`config.mk`:
```
export PLATFORM = sky130hd
export DESIGN_NAME = serial_sub
export DESIGN_NICKNAME = d
export VERILOG_FILES = /design/src/rtl/alu_pkg.sv /design/src/rtl/full_adder.sv /design/src/rtl/serial_sub.sv
export SDC_FILE = /design/constraint.sdc
export NUM_CORES = 1
export LEC_CHECK = 0
export ABC_AREA = 1
export CAP_MARGIN = 20
export CORE_MARGIN = 2
export CORE_UTILIZATION = 50
export CTS_BUF_LIST = sky130_fd_sc_hd__clkbuf_4 sky130_fd_sc_hd__clkbuf_8 sky130_fd_sc_hd__clkbuf_16
export CTS_CLUSTER_DIAMETER = 100
export CTS_CLUSTER_SIZE = 16
export DETAILED_ROUTE_END_ITERATION = 10
export GPL_ROUTABILITY_DRIVEN = 0
export PLACE_DENSITY_LB_ADDON = 0.2
export SETUP_SLACK_MARGIN = 0.2
export SLEW_MARGIN = 20
export SYNTH_ARGS = -nofsm -noshare
export SYNTH_HDL_FRONTEND = slang
export SYNTH_HIERARCHICAL = 1
export SYNTH_SLANG_ARGS = --single-unit
```
`constraint.sdc`:
```
create_clock -name i_clk -period 3 [get_ports i_clk]
set_clock_uncertainty 0.1 [all_clocks]
set_input_delay 0.45 -clock i_clk [delete_from_list [all_inputs] [get_ports i_clk]]
set_output_delay 0.45 -clock i_clk [all_outputs]
set_load 0.01 [all_outputs]
```
`src/rtl/alu_pkg.sv`:
```
// Shared definitions for the small serial ALU blocks: FSM state type and
// the default operand width.
package alu_pkg;

  localparam int DEFAULT_WIDTH = 8;

  typedef enum logic [1:0] {
    IDLE = 2'd0,
    RUN  = 2'd1,
    DONE = 2'd2
  } state_t;

endpackage

```
`src/rtl/full_adder.sv`:
```
// One-bit full adder; the only arithmetic element of the serial subtractor.
module full_adder (
  input  logic i_a,
  input  logic i_b,
  input  logic i_cin,
  output logic o_sum,
  output logic o_cout
);

  // Sum and majority carry-out
  always_comb begin
    o_sum  = i_a ^ i_b ^ i_cin;
    o_cout = (i_a & i_b) | (i_a & i_cin) | (i_b & i_cin);
  end

endmodule

```
`src/rtl/serial_sub.sv`:
```
// Bit-serial subtractor: a - b computed LSB first as a + ~b + 1 through a
// single full adder, one bit per clock, WIDTH clocks per operation.
//
// Handshake: i_start is a request sampled only while idle; the operands are
// captured on the accepting edge. o_busy is high for the WIDTH processing
// cycles, then o_done pulses for one cycle while o_result/o_borrow/o_overflow
// present the new values. Those outputs hold until the next completion.
// The internal FSM state is the register 'state' (type alu_pkg::state_t).
module serial_sub
  import alu_pkg::*;
#(
  parameter int WIDTH = DEFAULT_WIDTH
) (
  input  logic             i_clk,
  input  logic             i_rst,
  input  logic             i_start,
  input  logic [WIDTH-1:0] i_a,
  input  logic [WIDTH-1:0] i_b,
  output logic             o_busy,
  output logic             o_done,
  output logic [WIDTH-1:0] o_result,
  output logic             o_borrow,
  output logic             o_overflow
);

  // Counter holds 0..WIDTH without wrapping.
  localparam int CW = $clog2(WIDTH + 1);

  state_t           state;
  logic [WIDTH-1:0] a_sh;     // minuend, shifted right so bit 0 is current
  logic [WIDTH-1:0] b_sh;     // subtrahend, shifted likewise
  logic             a_msb;    // sign bits kept for the overflow decision
  logic             b_msb;
  logic             carry;
  logic [CW-1:0]    cnt;
  logic [WIDTH-1:0] acc;      // difference bits enter at the MSB end
  logic [WIDTH-1:0] acc_next;
  logic             fa_sum;
  logic             fa_cout;
  logic             last_bit;

  full_adder u_fa (
    .i_a   (a_sh[0]),
    .i_b   (~b_sh[0]),
    .i_cin (carry),
    .o_sum (fa_sum),
    .o_cout(fa_cout)
  );

  // Next accumulator value and last-step detection
  always_comb begin
    acc_next = WIDTH'({fa_sum, acc} >> 1);
    last_bit = (cnt == CW'(WIDTH - 1));
  end

  // Control FSM with datapath registers and registered outputs
  always_ff @(posedge i_clk) begin
    if (i_rst) begin
      state      <= IDLE;
      a_sh       <= '0;
      b_sh       <= '0;
      a_msb      <= 1'b0;
      b_msb      <= 1'b0;
      carry      <= 1'b0;
      cnt        <= '0;
      acc        <= '0;
      o_busy     <= 1'b0;
      o_done     <= 1'b0;
      o_result   <= '0;
      o_borrow   <= 1'b0;
      o_overflow <= 1'b0;
    end else begin
      case (state)
        IDLE: begin
          o_done <= 1'b0;
          if (i_start) begin
            a_sh   <= i_a;
            b_sh   <= i_b;
            a_msb  <= i_a[WIDTH-1];
            b_msb  <= i_b[WIDTH-1];
            carry  <= 1'b1;
            cnt    <= '0;
            o_busy <= 1'b1;
            state  <= RUN;
          end
        end
        RUN: begin
          carry <= fa_cout;
          a_sh  <= a_sh >> 1;
          b_sh  <= b_sh >> 1;
          acc   <= acc_next;
          cnt   <= cnt + CW'(1);
          if (last_bit) begin
            // The final full-adder sum bit is the result sign bit.
            o_result   <= acc_next;
            o_borrow   <= ~fa_cout;
            o_overflow <= (a_msb ^ b_msb) & (fa_sum ^ a_msb);
            o_busy     <= 1'b0;
            o_done     <= 1'b1;
            state      <= DONE;
          end
        end
        DONE: begin
          o_done <= 1'b0;
          state  <= IDLE;
        end
        default: begin
          o_busy <= 1'b0;
          o_done <= 1'b0;
          state  <= IDLE;
        end
      endcase
    end
  end

endmodule

```
Word-level counts from Yosys, hierarchy flattened
Cells that the tools add are included.

Output and inout port bits: 12. Word-level logic and storage cells: 54. Bits in registers: 45.

Add/sub/neg operators: 1. Bitwise operators: 14. Reduce and logical (&&, ||, !) cells: 8. Equal/unequal tests: 5. Mux-type cells: 13.

Operators by type and width (count): $pmux W8 S2 (2); $mux W8 (2); $pmux W4 S2 (1); $reduce_and A2 Y1 (4); $add A4 B1 Y4 const B (1); $and A1 B1 Y1 (4); $eq A4 B3 Y1 const B (1); $mux W2 (2); $mux W4 (1); $ne A2 B2 Y1 const B (2); $not A1 Y1 (4); $pmux W2 S2 (1); $xor A1 B1 Y1 (4); $pmux W1 S3 (1); $reduce_and A3 Y1 (1); $eq A2 B1 Y1 const B (1); $eq A2 B2 Y1 const B (1); $logic_not A2 Y1 (1); $mux W1 (2); $or A1 B1 Y1 (2); $pmux W1 S2 (1); $reduce_bool A2 Y1 (1); $reduce_or A2 Y1 (1).

Longest topological paths before layout
Depth after elaboration: 5. Gate-level depth with buffers: 8.

Hierarchy
Netlist, hierarchy kept.

Modules (own cells, without submodules): serial_sub (area an instance 1879.3 um^2, instances 1, cells each 272, sequential area each 880.8 um^2); full_adder (area an instance 20.0 um^2, instances 1, cells each 1, sequential area each 0.0 um^2).

Least setup slack after synthesis
No wires, ideal clock.

Path kind: register to register. Start point: register b_sh[0]. End point: register o_overflow. Library setup time: 0.064 ns. Arrival: 1.196 ns. Setup slack: 1.641 ns. Buffers on the path: 0. Required time: 2.836 ns. Stages on the path, launching flop included: 9. Period minus slack after synthesis: 1.359 ns. Cell sequence: dfxtp_1 -> inv_1 -> fa_1 -> inv_1 -> nor2_1 -> nand2_1 -> nand2_1 -> nor2_1 -> nor2_1.

Word-level cells in the longest chain between the ends: 5.

Ends and longest elaborated chain: from (decl) (line serial_sub.sv:31) `logic [WIDTH-1:0] b_sh;`; from (signal assigned) (line serial_sub.sv:78) `b_sh <= i_b;`; from (signal assigned) (line serial_sub.sv:90) `b_sh <= b_sh >> 1;`; $not A1 Y1 (line serial_sub.sv:44) `.i_b (~b_sh[0]),`; $xor A1 B1 Y1 (2 in a row) (line full_adder.sv:12) `o_sum = i_a ^ i_b ^ i_cin;`; named net fa_sum (line serial_sub.sv:38) `logic fa_sum;`; $xor A1 B1 Y1 (line serial_sub.sv:97) `o_overflow <= (a_msb ^ b_msb) & (fa_sum ^ a_msb);`; $and A1 B1 Y1 (line serial_sub.sv:97); to (signal assigned) (line serial_sub.sv:97); to (decl) (line serial_sub.sv:23) `output logic o_overflow`.

The timed path passes the listed nets, and every way through them passes these cells. A chain may end at the register's enable or synchronous reset.

Worst setup path in the final report
Start point: register state[0]. End point: register o_result[6].

Word-level cells in the longest chain between the ends: 2.

Ends and longest elaborated chain: from (decl) (line serial_sub.sv:29) `state_t state;`; from (signal assigned) (line serial_sub.sv:59) `state <= IDLE;`; from (signal assigned) (line serial_sub.sv:84) `state <= RUN;`; from (signal assigned) (line serial_sub.sv:100) `state <= DONE;`; $eq A2 B1 Y1 (line serial_sub.sv:73) `case (state)`; $reduce_and A2 Y1 (no line); to (signal assigned) (line serial_sub.sv:95) `o_result <= acc_next;`; to (decl) (line serial_sub.sv:21) `output logic [WIDTH-1:0] o_result,`.

No other way between the ends.

==> impl_results.md <==
- Area growth from synthesis to layout: 21.94%
- Post-detailed-route via-to-cell ratio: 4.940
- Count of fill cells added during filler insertion: 342
- Critical path endpoint category: flop
- Floorplan die area: 0.004308 mm²
- First-iteration detailed-routing DRC count: 92
- Worst reg2reg endpoint: o_result[6]$_SDFFE_PP0P_
- Pins Over Slew Limit: 0
- Register-to-Register Setup Slack: 1.26 ns
- Net switching power figure: 301.3 µW
- Worst min-delay path endpoint: acc[5]$_SDFFE_PP0P_
- Clock sink count: 44
- Most frequent cells in the layout: nor2_1 (63), nand2_1 (58), dfxtp_1 (44)
- Count of buffers inserted at the top-level ports: 30
- Die Y-Extent: 65.64 µm
- Number of warnings reported in the yosys synthesis log: 6
- Unique cell type count in the Yosys netlist: 21
- Part of the total power dissipated in combinational logic: 12.9%
- Horiz. Die Dim: 65.64 µm
- Total setup violations reported at the end of the flow: 0
- First-pass GRT wire length: 6589 µm
- Post-CTS Setup Bufs: 0
- Register-to-Register Path Depth: 6
- Avg Synthesized Cell Area: 6.957 µm²
- Most common cell after layout, fill and taps aside: nor2_1
- Power per cell area: 501.6 mW/mm²
- Clock root buffer: clkbuf_8
- Sum of negative setup slack: 0 ns
- Switching share of power: 25.94%
- Tightest hold margin: 0.3656 ns
- Post-DP HPWL: 2602 µm
- Row count: 22
- Skew-Pair Late Insertion Delay: 0.29 ns
- CTS tree: yes
- Final antenna-violating net count: 0
- P_leak: 1.004 nW
- Class of the tightest hold or removal check: flop to flop
- CTS max path bufs: 2
- Final nets: 322
- Number of hold-repair buffers added at the cts stage: 0
- Resized cells post-CTS: 0
- Path type of the worst setup path: flop to flop
- Cells on Worst Hold Path: 2
- Register clock-pin slew on the reported worst setup and hold paths: 0.08 ns
- Slew headroom: 52.02%
- Final Hold Vio Count: 0
- FF-to-FF Start: state[0]$_SDFFE_PP0P_
- Largest vdd supply drop: 0.2847 mV
- Gate count after technology mapping: 273
- Arr. time, crit path: 1.87 ns
- Routed wire length: 3872 µm
- Required time of the critical path: 3.13 ns
- Outcome: finished clean
- Mapped Nets: 294
- Global-route usage over all layers: 19.93%
- DRC violations left: 0
- Overflow left after global routing: 0
- Starting utilization of the core area: 51.88%
- Initial DRT Pass Iterations: 5
- Worst hold path startpoint: acc[5]$_SDFFE_PP0P_
- Routed via count: 1729
- Vias in the first global route: 1588
- RSZ-0062 raised after global routing: no
- Share of synthesized area occupied by flip-flops and latches: 46.38%
- Max Fclk: 574.4 MHz
- Share of the clock period used by the worst path after layout: 58.03%
- Worst-path fanout max: 34
- Maximum number of pins on one net before global-route repair: 35
- CTS buffer count: 5
- Slew at the pin closest to its max-slew limit: 0.7180 ns
- Htree depth: 2
- P_int: 860.4 µW
- Number of antenna violations at the first check in global routing: 0
- Wire length per cell: 11.06 µm
- Max cap viols: 0
- Proportion of layout cells with a drive suffix above 1: 6.954%
- Standard cell core area: 0.003661 mm²
- Number of antenna diodes: 0
- Kind of launch point of the worst setup path: flop
- Synthesized area: 0.001899 mm²
- Number of ports placed on the die boundary: 31
- Final worst path period need: 1.741 ns
- Flops & latches, synth: 44
- Sequential fraction of design power: 54.2%
- Portion of total power attributed to the clock network: 32.9%
## power by group through the flow
stage	sequential (mW)	combinational (mW)	clock [mW]
2_1_floorplan	0.639	0.104	0
3_3_place_gp	0.643	0.148	0
3_5_place_dp	0.643	0.150	0
4_1_cts	0.630	0.151	0.392
5_1_grt	0.633	0.173	0.413
6_report	0.630	0.150	0.382
## kinds of logic (layout without fill, tap and decap cells)
| group | count (synthesis) | after routing | share of synthesized area [%] |
|---|---|---|---|
| buf+inv | 38 | 67 | 8.431 |
| compound gates | 24 | 24 | 6.456 |
| fa+ha+maj | 2 | 2 | 1.713 |
| simple gates | 165 | 165 | 37.02 |
| flops | 44 | 44 | 46.38 |
## metrics by stage
step                      utilization (%)  setup WS (ns)  power [mW]  cells  area (µm²)
final                               63.26          1.259       1.162    350        2316
after global routing                63.26          1.097       1.219    350        2316
after CTS                           63.26          1.248       1.172    350        2316
after detailed placement            60.73          1.047      0.7935    342        2223
after global placement              60.73          1.097      0.7905    342        2223
after floorplan                         -          1.641      0.7440    273        1899
## final cells by class
cell class	instances	area (µm²)	area share, %
Inverter	25	93.84	4.052
Clock buffer	6	82.58	3.566
Timing Repair Buffer	34	330.3	14.26
Multi-Input combinational cell	191	858.3	37.06
Sequential cell	44	880.8	38.03
Clock inverter	2	10.01	0.4322
Tap cell	48	60.06	2.593
## per-layer routing
| metal | vias to the layer above | part of all wire (%) | GRT usage [%] |
|---|---|---|---|
| li1 | 904 | - | - |
| met1 | 775 | 45 | 22.62 |
| met2 | 42 | 48 | 34.72 |
| met3 | 8 | 4.2 | 5.137 |
| met4 | 0 | 2.4 | 9.115 |
| met5 | - | 0 | 0 |
## synthesized netlist by cell type
master,count,share of area (%)
ha_1,1,0.66
o21ai_1,2,0.53
a21oi_1,10,2.6
nor3_1,1,0.26
buf_6,1,0.59
nand2_1,58,11
nor2_2,1,0.33
inv_1,23,4.5
nand3b_1,4,1.6
nor2_4,2,1.2
clkbuf_1,4,0.79
o21ai_0,11,2.9
o21a_1,1,0.40
nand2_2,4,1.3
buf_2,7,1.8
fa_1,1,1.1
clkbuf_2,1,0.26
dfxtp_1,44,46
nand3_1,32,8.4
inv_2,2,0.40
nor2_1,63,12
## worst max-delay path, stage by stage, from the launching register on
cell and delay, ns:
dfxtp_1 0.38, inv_1 0.10, nor2_4 0.56, nand2_2 0.19
inv_2 0.18, nor2_1 0.06, nor2_1 0.11
## state kept, by name (all words and copies together) (netlist names), 2 cells and up
register  count
a_sh          8
cnt           4
state         2
b_sh          8
acc           7
o_result      8
## how the worst max path moves through the flow
stage	startpoint	end	slack, ns	cells past startpoint
6_report	state[0]$_SDFFE_PP0P_	o_result[6]$_SDFFE_PP0P_	1.26	6
5_1_grt	state[0]$_SDFFE_PP0P_	o_result[6]$_SDFFE_PP0P_	1.10	6
4_1_cts	state[0]$_SDFFE_PP0P_	o_result[2]$_SDFFE_PP0P_	1.25	6
3_5_place_dp	i_start	b_sh[6]$_SDFFE_PP0P_	1.05	7
3_3_place_gp	i_start	b_sh[2]$_SDFFE_PP0P_	1.10	7
2_1_floorplan	b_sh[0]$_SDFFE_PP0P_	o_overflow$_SDFFE_PP0P_	1.64	8
Power figures use the tool's default switching activity.
